`config.mk`:
```
export PLATFORM = sky130hd
export DESIGN_NAME = mem_req_mux
export DESIGN_NICKNAME = d
export VERILOG_FILES = /design/src/rtl/mem_req_pkg.sv /design/src/rtl/mem_rsp_tag_pipe.sv /design/src/rtl/mem_req_mux.sv
export SDC_FILE = /design/constraint.sdc
export NUM_CORES = 1
export LEC_CHECK = 0
export CAP_MARGIN = 20
export CELL_PAD_IN_SITES_DETAIL_PLACEMENT = 1
export CELL_PAD_IN_SITES_GLOBAL_PLACEMENT = 1
export CORE_UTILIZATION = 41
export DETAILED_ROUTE_END_ITERATION = 8
export GPL_TIMING_DRIVEN = 0
export MAX_ROUTING_LAYER = met4
export PLACE_DENSITY_LB_ADDON = 0.1
export SLEW_MARGIN = 10
export SYNTH_ARGS = -nofsm -noshare
export SYNTH_HDL_FRONTEND = slang
export SYNTH_SLANG_ARGS = --single-unit
```
`constraint.sdc`:
```
create_clock -name clk -period 6.5 [get_ports clk]
set_input_delay 1.3 -clock clk [delete_from_list [all_inputs] [get_ports clk]]
set_output_delay 1.3 -clock clk [all_outputs]
set_load 0.05 [all_outputs]
```
`src/rtl/mem_req_pkg.sv`:
```
// mem_req_pkg: shared declarations for the memory request front end.
//   mux_state_e : issue FSM states (IDLE accepts a grant, HOLD skips the
//                 single cycle in which the arbiter's registered grant is stale)
//   sel_width() : width of a port index for a given port count
// The tag and request records depend on module parameters, so each module
// declares them locally from these widths.
package mem_req_pkg;

  typedef enum logic {
    IDLE = 1'b0,
    HOLD = 1'b1
  } mux_state_e;

  function automatic int sel_width(input int num_ports);
    return (num_ports > 1) ? $clog2(num_ports) : 1;
  endfunction

endpackage

```
`src/rtl/mem_rsp_tag_pipe.sv`:
```
// mem_rsp_tag_pipe: DEPTH-deep shift register of read tags {vld, sel}.
// The tag vld bit is the MSB.
//   clk, rst : clock and synchronous active-high reset (clears all stages)
//   tag_in   : tag entering stage 0 every cycle
//   pre_vld  : vld bit of stage DEPTH-2 (the stage about to become the last)
//   tag_out  : stage DEPTH-1, the tag whose response is currently presented
import mem_req_pkg::*;

module mem_rsp_tag_pipe #(
  parameter int DEPTH = 2,
  parameter int TAG_W = 3
) (
  input  logic             clk,
  input  logic             rst,
  input  logic [TAG_W-1:0] tag_in,
  output logic             pre_vld,
  output logic [TAG_W-1:0] tag_out
);

  logic [TAG_W-1:0] stage_reg [DEPTH];

  generate
    for (genvar gi = 0; gi < DEPTH; gi++) begin : g_stage
      if (gi == 0) begin : g_head
        always_ff @(posedge clk) begin
          if (rst) stage_reg[gi] <= '0;
          else     stage_reg[gi] <= tag_in;
        end
      end else begin : g_body
        always_ff @(posedge clk) begin
          if (rst) stage_reg[gi] <= '0;
          else     stage_reg[gi] <= stage_reg[gi-1];
        end
      end
    end
  endgenerate

  assign pre_vld = stage_reg[DEPTH-2][TAG_W-1];
  assign tag_out = stage_reg[DEPTH-1];

endmodule

```
`src/rtl/mem_req_mux.sv`:
```
// mem_req_mux: shared-memory request front end ahead of a round-robin arbiter.
// Holds one request per client port, presents the pending set to the arbiter,
// issues the granted request to a single-port SRAM and returns read data to
// the originating port through a latency-matched tag pipeline.
//   clk, rst                          : clock, synchronous active-high reset
//   req_valid/ready/we/addr/wdata     : per-port request handshake and payload
//   rsp_valid (one-hot), rsp_rdata    : read response strobe and data
//   arb_request                       : pending vector to the arbiter
//   arb_grant/arb_select/arb_active   : registered arbiter outputs
//   mem_en/we/addr/wdata, mem_rdata   : SRAM port (read data RD_LAT after mem_en)
import mem_req_pkg::*;

module mem_req_mux #(
  parameter int NUM_PORTS = 4,
  parameter int ADDR_W    = 16,
  parameter int DATA_W    = 32,
  parameter int RD_LAT    = 1,
  parameter int SEL_WIDTH = sel_width(NUM_PORTS)
) (
  input  logic                        clk,
  input  logic                        rst,
  input  logic [NUM_PORTS-1:0]        req_valid,
  output logic [NUM_PORTS-1:0]        req_ready,
  input  logic [NUM_PORTS-1:0]        req_we,
  input  logic [NUM_PORTS*ADDR_W-1:0] req_addr,
  input  logic [NUM_PORTS*DATA_W-1:0] req_wdata,
  output logic [NUM_PORTS-1:0]        rsp_valid,
  output logic [DATA_W-1:0]           rsp_rdata,
  output logic [NUM_PORTS-1:0]        arb_request,
  input  logic [NUM_PORTS-1:0]        arb_grant,
  input  logic [SEL_WIDTH-1:0]        arb_select,
  input  logic                        arb_active,
  output logic                        mem_en,
  output logic                        mem_we,
  output logic [ADDR_W-1:0]           mem_addr,
  output logic [DATA_W-1:0]           mem_wdata,
  input  logic [DATA_W-1:0]           mem_rdata
);

  localparam int TAG_W = SEL_WIDTH + 1;
  localparam logic [SEL_WIDTH:0] NUM_PORTS_W = (SEL_WIDTH + 1)'(NUM_PORTS);

  typedef struct packed {
    logic                 vld;
    logic [SEL_WIDTH-1:0] sel;
  } tag_t;

  typedef struct packed {
    logic              we;
    logic [ADDR_W-1:0] addr;
    logic [DATA_W-1:0] wdata;
  } req_t;

  // Per-port holding registers
  logic [NUM_PORTS-1:0] pend_reg;
  logic [NUM_PORTS-1:0] pend_next;
  logic [NUM_PORTS-1:0] capture;
  logic [NUM_PORTS-1:0] clear;
  req_t                 hold_reg [NUM_PORTS];

  // Issue FSM and SRAM port registers
  mux_state_e           state_reg;
  mux_state_e           state_next;
  logic                 accept_grant;
  logic                 sel_in_range;
  logic                 fire;
  logic                 mem_en_reg;
  logic                 mem_we_reg;
  logic [ADDR_W-1:0]    mem_addr_reg;
  logic [DATA_W-1:0]    mem_wdata_reg;
  logic [SEL_WIDTH-1:0] issue_sel_reg;

  // Response path
  tag_t                 tag_in;
  tag_t                 tag_out;
  logic                 pre_vld;
  logic [DATA_W-1:0]    rsp_rdata_reg;

  // ---------------------------------------------------------------------------
  // Request capture. Ready depends only on pend, never on req_valid.
  // ---------------------------------------------------------------------------
  assign req_ready   = ~pend_reg;
  assign arb_request = pend_reg;
  assign capture     = req_valid & ~pend_reg;

  generate
    for (genvar gi = 0; gi < NUM_PORTS; gi++) begin : g_clear
      assign clear[gi] = fire & (arb_select == SEL_WIDTH'(gi));
    end
  endgenerate

  // capture needs pend=0 and clear needs pend=1, so they never collide.
  assign pend_next = (pend_reg & ~clear) | capture;

  always_ff @(posedge clk) begin
    if (rst) pend_reg <= '0;
    else     pend_reg <= pend_next;
  end

  always_ff @(posedge clk) begin
    for (int i = 0; i < NUM_PORTS; i++) begin
      if (capture[i]) begin
        hold_reg[i] <= '{we:    req_we[i],
                         addr:  req_addr[i*ADDR_W +: ADDR_W],
                         wdata: req_wdata[i*DATA_W +: DATA_W]};
      end
    end
  end

  // ---------------------------------------------------------------------------
  // Issue FSM. After an issue the arbiter's registered grant still points at
  // the port just served for one cycle; HOLD sits out that cycle.
  // ---------------------------------------------------------------------------
  always_ff @(posedge clk) begin
    if (rst) state_reg <= IDLE;
    else     state_reg <= state_next;
  end

  always_comb begin
    state_next = state_reg;
    case (state_reg)
      IDLE:    if (fire) state_next = HOLD;
      HOLD:    state_next = IDLE;
      default: state_next = IDLE;
    endcase
  end

  always_comb begin
    accept_grant = (state_reg == IDLE);
  end

  assign sel_in_range = ({1'b0, arb_select} < NUM_PORTS_W);

  // A grant only counts if the selected port still holds a request; a stale
  // grant to an empty port is ignored.
  assign fire = accept_grant & arb_active & sel_in_range &
                arb_grant[arb_select] & pend_reg[arb_select];

  always_ff @(posedge clk) begin
    if (rst) begin
      mem_en_reg    <= 1'b0;
      mem_we_reg    <= 1'b0;
      mem_addr_reg  <= '0;
      mem_wdata_reg <= '0;
      issue_sel_reg <= '0;
    end else begin
      mem_en_reg <= fire;
      if (fire) begin
        mem_we_reg    <= hold_reg[arb_select].we;
        mem_addr_reg  <= hold_reg[arb_select].addr;
        mem_wdata_reg <= hold_reg[arb_select].wdata;
        issue_sel_reg <= arb_select;
      end
    end
  end

  assign mem_en    = mem_en_reg;
  assign mem_we    = mem_we_reg;
  assign mem_addr  = mem_addr_reg;
  assign mem_wdata = mem_wdata_reg;

  // ---------------------------------------------------------------------------
  // Read responses. Stage k of the tag pipe is visible k+1 cycles after mem_en,
  // so stage RD_LAT-1 lines up with valid mem_rdata and the last stage lines up
  // with the registered rsp_rdata.
  // ---------------------------------------------------------------------------
  assign tag_in = '{vld: mem_en_reg & ~mem_we_reg, sel: issue_sel_reg};

  mem_rsp_tag_pipe #(
    .DEPTH (RD_LAT + 1),
    .TAG_W (TAG_W)
  ) u_tag_pipe (
    .clk     (clk),
    .rst     (rst),
    .tag_in  (tag_in),
    .pre_vld (pre_vld),
    .tag_out (tag_out)
  );

  always_ff @(posedge clk) begin
    if (rst)          rsp_rdata_reg <= '0;
    else if (pre_vld) rsp_rdata_reg <= mem_rdata;
  end

  assign rsp_rdata = rsp_rdata_reg;

  generate
    for (genvar gi = 0; gi < NUM_PORTS; gi++) begin : g_rsp
      assign rsp_valid[gi] = tag_out.vld & (tag_out.sel == SEL_WIDTH'(gi));
    end
  endgenerate

endmodule
```
==> summary.md, run 1 <==
| Metric | Value |
|---|---|
| Status | finished clean |
| Yosys warning count | 0 |
| Num rows | slightly below 60 |
| Fin Clk Skew | roughly 10 ps |
| Gate Count Post-Synth | between 600 and 700 |
| Post-CTS sizing | 0 |
| Leak pwr | about 0.0053 uW |
| Clock transition at the registers of the reported paths | approximately 60 ps |
| Least-Margin Pin Slew | 728.4 ps |
| Share of the synthesized area in the top cell type | 0.5533 |
| Worst vdd ir | roughly 0.26 mV |
| Reg2Reg Setup Slack | roughly 4600 ps |
| Ports | approximately 340 |
| Number of DRC markers in iteration 0 | roughly 330 |
| Mapped Avg Cell Area | 16.49 um2 |
| WP data arrival | about 2000 ps |
| Share of cells above drive strength 1 | 0.1374 |
| First-pass GRT wire length | 46160 um |
| Syn nets | just under 900 |
| Total CTS buffers | 31 |
| Met2 WL | 16410 um |
| Starting Density | 0.4200 |
| Post-Route Setup TNS | 0 ps |
| Power per Cell Area | 281.1 nW/um2 |
| R2R cell count | 5 |
| Area grow syn2layout | 47.43% |
| CTS root buf | clkbuf_16 |
| Synth Register Bits | 291 |
| Largest net degree at the start of global routing | 25 |
| Most frequent cells in the layout | 332 x clkdlybuf4s50_1, 196 x edfxtp_1, 95 x dfxtp_1 |
| Routed WL | about 31000 um |
| Clk Latency, worst-skew pair | 550 ps |
| CP Data Required Time | approximately 5200 ps |
| Tcrit/Tclk final | 0.5082 |
| Hold_buf cts | 0 |
| Core box area | around 25000 um2 |
| DR top layer | met4 |
| Post-synth top area cell | edfxtp_1 |
| Die W | 163.1 um |
| Detail Placement HPWL | ~22000 um |
| Final Setup Violations | 0 |
| Vias/cell | 5.151 |
| Crit Path Category | register to primary output |
| Placer Congestion | ~0.75 |
| Slew Limit Fails | 0 |
| ANT nets after route | 0 |
| RSZ-0062 raised after global routing | false |
| Storage cell area | a little under 8000 um2 |
| Max FFs per register | around 200 |
| Multi-input gate area | 2586 um2 |
| CP Capture Type | primary output |
| Worst setup path startpoint | u_tag_pipe.stage_reg[1][2] |
| HP Class | register to register |
| WHS | 455.0 ps |
| Final instance area | 15680 um2 |
| CTS tree | yes |
| CP max-delay cell | clkdlybuf4s50_1 |
| Vias in the first global route | ~7700 |
| Drt wl/cell | around 23 um |
| Worst setup endpoint | rsp_valid[0] |
| CP max stage delay | just under 900 ps |
| Crit-path cells | nor3b_1 -> clkdlybuf4s50_1 |
| Yosys cell types | 33 |
| DIE AREA | roughly 27000 um2 |
| Initial antenna violation count | 3 |
| H-tree levels | 1 |
| IO buf count | ~330 |
| Clk sink count | between 200 and 300 |
| Post-route DRC | 0 |
| Total grt overflow | 0 |
| Die height | between 150 and 200 um |
| Cell area after synthesis | 10640 um2 |
| Final Hold Fails | 0 |
| Via count | approximately 7100 |
| Number of fill cells in the layout | 2363 |
| Main area contributors after synthesis | edfxtp_1 55%, dfxtp_1 18%, mux4_2 10% |
| Startpoint types | register |
| Total power | 4409 uW |
| CTS Buffer Depth | 3 |
| Worst Path Max Fanout | 4 |
| Reg2reg start | arb_request[2] |
| WL met1 | ~12000 um |
| Maxcap violations | 0 |
| Fin crit period | between 3000 and 4000 ps |
| FF-to-FF End | mem_wdata[0] |
| Post-synthesis sequential area ratio | 0.7321 |
| Area of placed instances | approximately 15000 um2 |
| Fmax achieved | around 300 MHz |
| Routed met3 length | approximately 2600 um |
| Commonest non-fill, non-tap cell in the layout | clkdlybuf4s50_1 |
| Tot GR Track Use | 0.2442 |
| Slew margin rel. | 0.5133 |
| Nets@finish | 1259 |
| DR pass1 iterations | 4 |
| Post-CTS setup buffers | 0 |
[logic make-up (layout without fill, tap and decap cells)]
logic type	Yosys count	in the layout	share of synthesized area
AOI/OAI and AO/OA	109	109	0.05294
buffers and inverters	53	449	0.02753
DFF	291	291	0.7321
muxes	83	83	0.1363
other	0	4	0
and+or+nand+nor	109	109	0.05105
[critical path: cells and delay by family, from the launching register on]
kind	cells	cell delay, ps
buf+inv	1	880
simple gates	1	220
flops	1	360
[area by class of cell]
class,instances,share of cell area
Multi-Input combinational cell,301,0.1649
Sequential cell,291,0.4966
Tap cell,330,0.02633
Clock inverter,12,0.01173
Timing Repair Buffer,340,0.2240
Clock buffer,44,0.05705
Inverter,5,0.001197
Antenna cell,4,0.0006383
Buffer,48,0.01747
[worst min-delay path by stage]
stage | start | endpoint | slack (ps) | depth (start not counted)
2_1_floorplan | u_tag_pipe.stage_reg[0][0] | u_tag_pipe.stage_reg[1][0] | 410 | 1
3_3_place_gp | u_tag_pipe.stage_reg[0][0] | u_tag_pipe.stage_reg[1][0] | 430 | 1
3_5_place_dp | u_tag_pipe.stage_reg[0][0] | u_tag_pipe.stage_reg[1][0] | 440 | 1
4_1_cts | u_tag_pipe.stage_reg[0][0] | u_tag_pipe.stage_reg[1][0] | 460 | 1
5_1_grt | u_tag_pipe.stage_reg[0][0] | u_tag_pipe.stage_reg[1][0] | 470 | 1
6_report | u_tag_pipe.stage_reg[0][0] | u_tag_pipe.stage_reg[1][0] | 460 | 1
[synth_stat cells, drive strengths merged]
library cell / instances
a211oi: 1
a21o: 1
a21oi: 54
a311oi: 2
and2: 1
and3: 2
and3b: 1
buf: 27
clkbuf: 21
dfxtp: 95
edfxtp: 196
inv: 5
mux2: 2
mux2i: 32
mux4: 49
nand2: 1
nand3: 52
nand3b: 2
nor2: 38
nor2b: 9
nor3b: 3
o21ai: 50
o22ai: 1
[power by group]
group | switching [uW] | leakage (uW) | total (uW) | internal [uW]
Combinational | 210 | 0.00216 | 454 | 243
Clock | 702 | 0.000527 | 1850 | 1150
Sequential | 30.5 | 0.00264 | 2110 | 2080
[metrics by stage]
| stage | std cells | setup slack [ps] | util |
|---|---|---|---|
| 4_1_cts | 1371 | 3169 | 0.6188 |
| 2_1_floorplan | 645 | 2566 | - |
| 3_3_place_gp | 1307 | -157.4 | 0.5675 |
| 3_5_place_dp | 1315 | 3193 | 0.5762 |
| 6_report | 1375 | 3197 | 0.6192 |
| 5_1_grt | 1374 | 3126 | 0.6191 |
[metal layers]
layer | GRT usage | vias to the layer above
li1 | - | 3229
met1 | 0.2734 | 3535
met2 | 0.4313 | 277
met3 | 0.06374 | 41
met4 | 0.06245 | 0
met5 | - | -
(Power assumes the default switching activity.)
==> inputs of run 2 (changes only) <==
Settings changed: CORE_UTILIZATION 41 to 34.
Clock period 6.5 ns to 2.8 ns, I/O delays scaled along.
==> summary.md, run 2 (synthesis results as in run 1) <==
| Metric | Value |
|---|---|
| Maxcap violations | 0 (unchanged) |
| Crit Path Category | register to primary output |
| Number of DRC markers in iteration 0 | 328 (-1.8%) |
| Fin Clk Skew | 13.17 ps (+2.670 ps) |
| Die height | 178.9 um (+9.7%) |
| Via count | 7029 (-0.75%) |
| H-tree levels | 2 (+1) |
| DIE AREA | 31990 um2 (+20%) |
| CP max-delay cell | clkdlybuf4s50_1 |
| Clock transition at the registers of the reported paths | 60 ps (about the same) |
| CP max stage delay | 880 ps (about the same) |
| Area grow syn2layout | 48.09% |
| CTS Buffer Depth | 3 (unchanged) |
| Setup Slack @ Placement | 162.9 ps (-3030 ps) |
| Routed WL | 31650 um (+0.72%) |
| Number of fill cells in the layout | 2997 (+27%) |
| Fin crit period | 2487 ps |
| Detail Placement HPWL | 22790 um (+1.5%) |
| Post-CTS setup buffers | 0 (unchanged) |
| Reg2Reg Setup Slack | 910 ps (-3700 ps) |
| CP Data Required Time | 2240 ps (-2960 ps) |
| Drt wl/cell | 21.90 um (-4.2%) |
| Final Hold Fails | 0 (unchanged) |
| Crit-path cells | clkdlybuf4s50_1 |
| CP Capture Type | primary output |
| Post-CTS sizing | 0 (unchanged) |
| Total grt overflow | 0 (unchanged) |
| WP data arrival | 1930 ps (-70 ps) |
| Worst Hold Depth | 1 (unchanged) |
| Die W | 178.9 um (+9.7%) |
| First-pass GRT wire length | 45520 um (-1.4%) |
| Vias in the first global route | 7471 (-2.7%) |
| Placer Congestion | 0.7345 (-1.8%) |
| Largest net degree at the start of global routing | 24 (-4.0%) |
| Fmax achieved | 402.0 MHz |
| Total CTS buffers | 34 (+9.7%) |
| CTS tree | yes |
| CP bufs+invs | 1 (unchanged) |
| Vias/cell | 4.864 (-5.6%) |
| Post-Route Setup TNS | 0 ps (unchanged) |
| Commonest non-fill, non-tap cell in the layout | clkdlybuf4s50_1 |
| Post-route DRC | 0 (unchanged) |
| Status | finished clean |
| IO buf count | 332 (unchanged) |
| Tcrit/Tclk final | 0.8884 |
| Num rows | 64 (+10%) |
| Worst Hold Path EP | u_tag_pipe.stage_reg[1][0] |
| Ports | 335 (unchanged) |
| ANT nets after route | 0 (unchanged) |
| Worst hold start | u_tag_pipe.stage_reg[0][0] |
| Starting Density | 0.3468 (-0.07316) |
| Least-Margin Pin Slew | 847.3 ps (+118.9 ps) |
| HP Class | register to register |
| Core box area | 30670 um2 (+21%) |
| Leak pwr | 0.005317 uW (-0.12%) |
| Final Setup Violations | 0 (unchanged) |
| Initial antenna violation count | 2 (-1) |
| Min setup slack post-route | 312.6 ps (-2884 ps) |
| Clk Latency, worst-skew pair | 510 ps (-40 ps) |
| Largest delay share family, worst path | buffers and inverters |
| Reg2reg start | arb_request[2] |
| Clk sink count | 291 (unchanged) |
| CTS root buf | clkbuf_16 |
| Worst vdd ir | 0.3798 mV (+46%) |
| Worst Path Max Fanout | 6 (+2) |
| Power per Cell Area | 648.4 nW/um2 (+130%) |
| Share of cells above drive strength 1 | 0.1328 (-0.004608) |
| Startpoint types | register |
| DR pass1 iterations | 4 (unchanged) |
| Nets@finish | 1262 (+0.24%) |
| Most frequent cells in the layout | 332 x clkdlybuf4s50_1, 196 x edfxtp_1, 95 x dfxtp_1 |
| RSZ-0062 raised after global routing | false |
| FF-to-FF End | mem_wdata[24] |
| Tot GR Track Use | 0.2023 (-0.04194) |
| Slew margin rel. | 0.4339 (-0.07942) |
| Max FFs per register | 196 (unchanged) |
| Slew Limit Fails | 0 (unchanged) |
| Hold_buf cts | 0 (unchanged) |
| R2R cell count | 5 (unchanged) |
| WHS | 437.3 ps (-17.74 ps) |
-- run 2: cell types whose count changed in the layout (fill, tap and decap cells not counted), sizes merged --
cell and change:
clkinvlp -1, clkbuf +11, bufinv -4, diode -2
-- run 2: area by class of cell --
cell class              count  area [um2]  share of cell area
repair buffers            340        3506              0.2226
clock inverters             7       55.05            0.003495
flip-flops and latches    291        7787              0.4944
clock buffers              55        1023             0.06498
diodes                      2       5.005           0.0003177
multi-input cells         301        2586              0.1642
well taps                 396       495.5             0.03146
inverters                   5       18.77            0.001192
plain buffers              48       274.0             0.01740
-- run 2: where the power goes --
part	internal, uW	total (uW)	leakage (uW)	switching [uW]
clock	2590	4270	0.000523	1680
combinational	564	1050	0.00216	489
sequential	4820	4890	0.00264	66.9
-- run 2: stage by stage --
stage | utilization | power, uW | cells | instance area, um2
final | 0.5136 | 10210 | 1445 | 15750
after global routing | 0.5136 | 10560 | 1445 | 15750
after CTS | 0.5134 | 10350 | 1443 | 15750
after detailed placement | 0.4783 | 6053 | 1381 | 14670
after global placement | 0.4716 | 5996 | 1373 | 14470
after floorplan | - | 5423 | 645 | 10650
-- run 2: per-layer routing --
metal / vias to the layer above / track usage / part of all wire
li1: 3240 / - / -
met1: 3474 / 0.2433 / 0.41
met2: 275 / 0.3337 / 0.49
met3: 40 / 0.05344 / 0.081
met4: 0 / 0.05756 / 0.020
met5: - / - / 0
-- run 2: worst max path at each step --
stage | slack [ps] | from | to | depth (start not counted)
after detailed placement | 160 | arb_select[0] | mem_wdata[2] | 6
after CTS | 300 | u_tag_pipe.stage_reg[1][1] | rsp_valid[0] | 2
after global routing | 240 | u_tag_pipe.stage_reg[1][2] | rsp_valid[0] | 2
after global placement | -1290 | req_valid[1] | hold_reg[1][20] | 2
final | 310 | arb_request[0] | arb_request[0] | 1
after floorplan | 510 | arb_request[0] | hold_reg[0][0] | 1
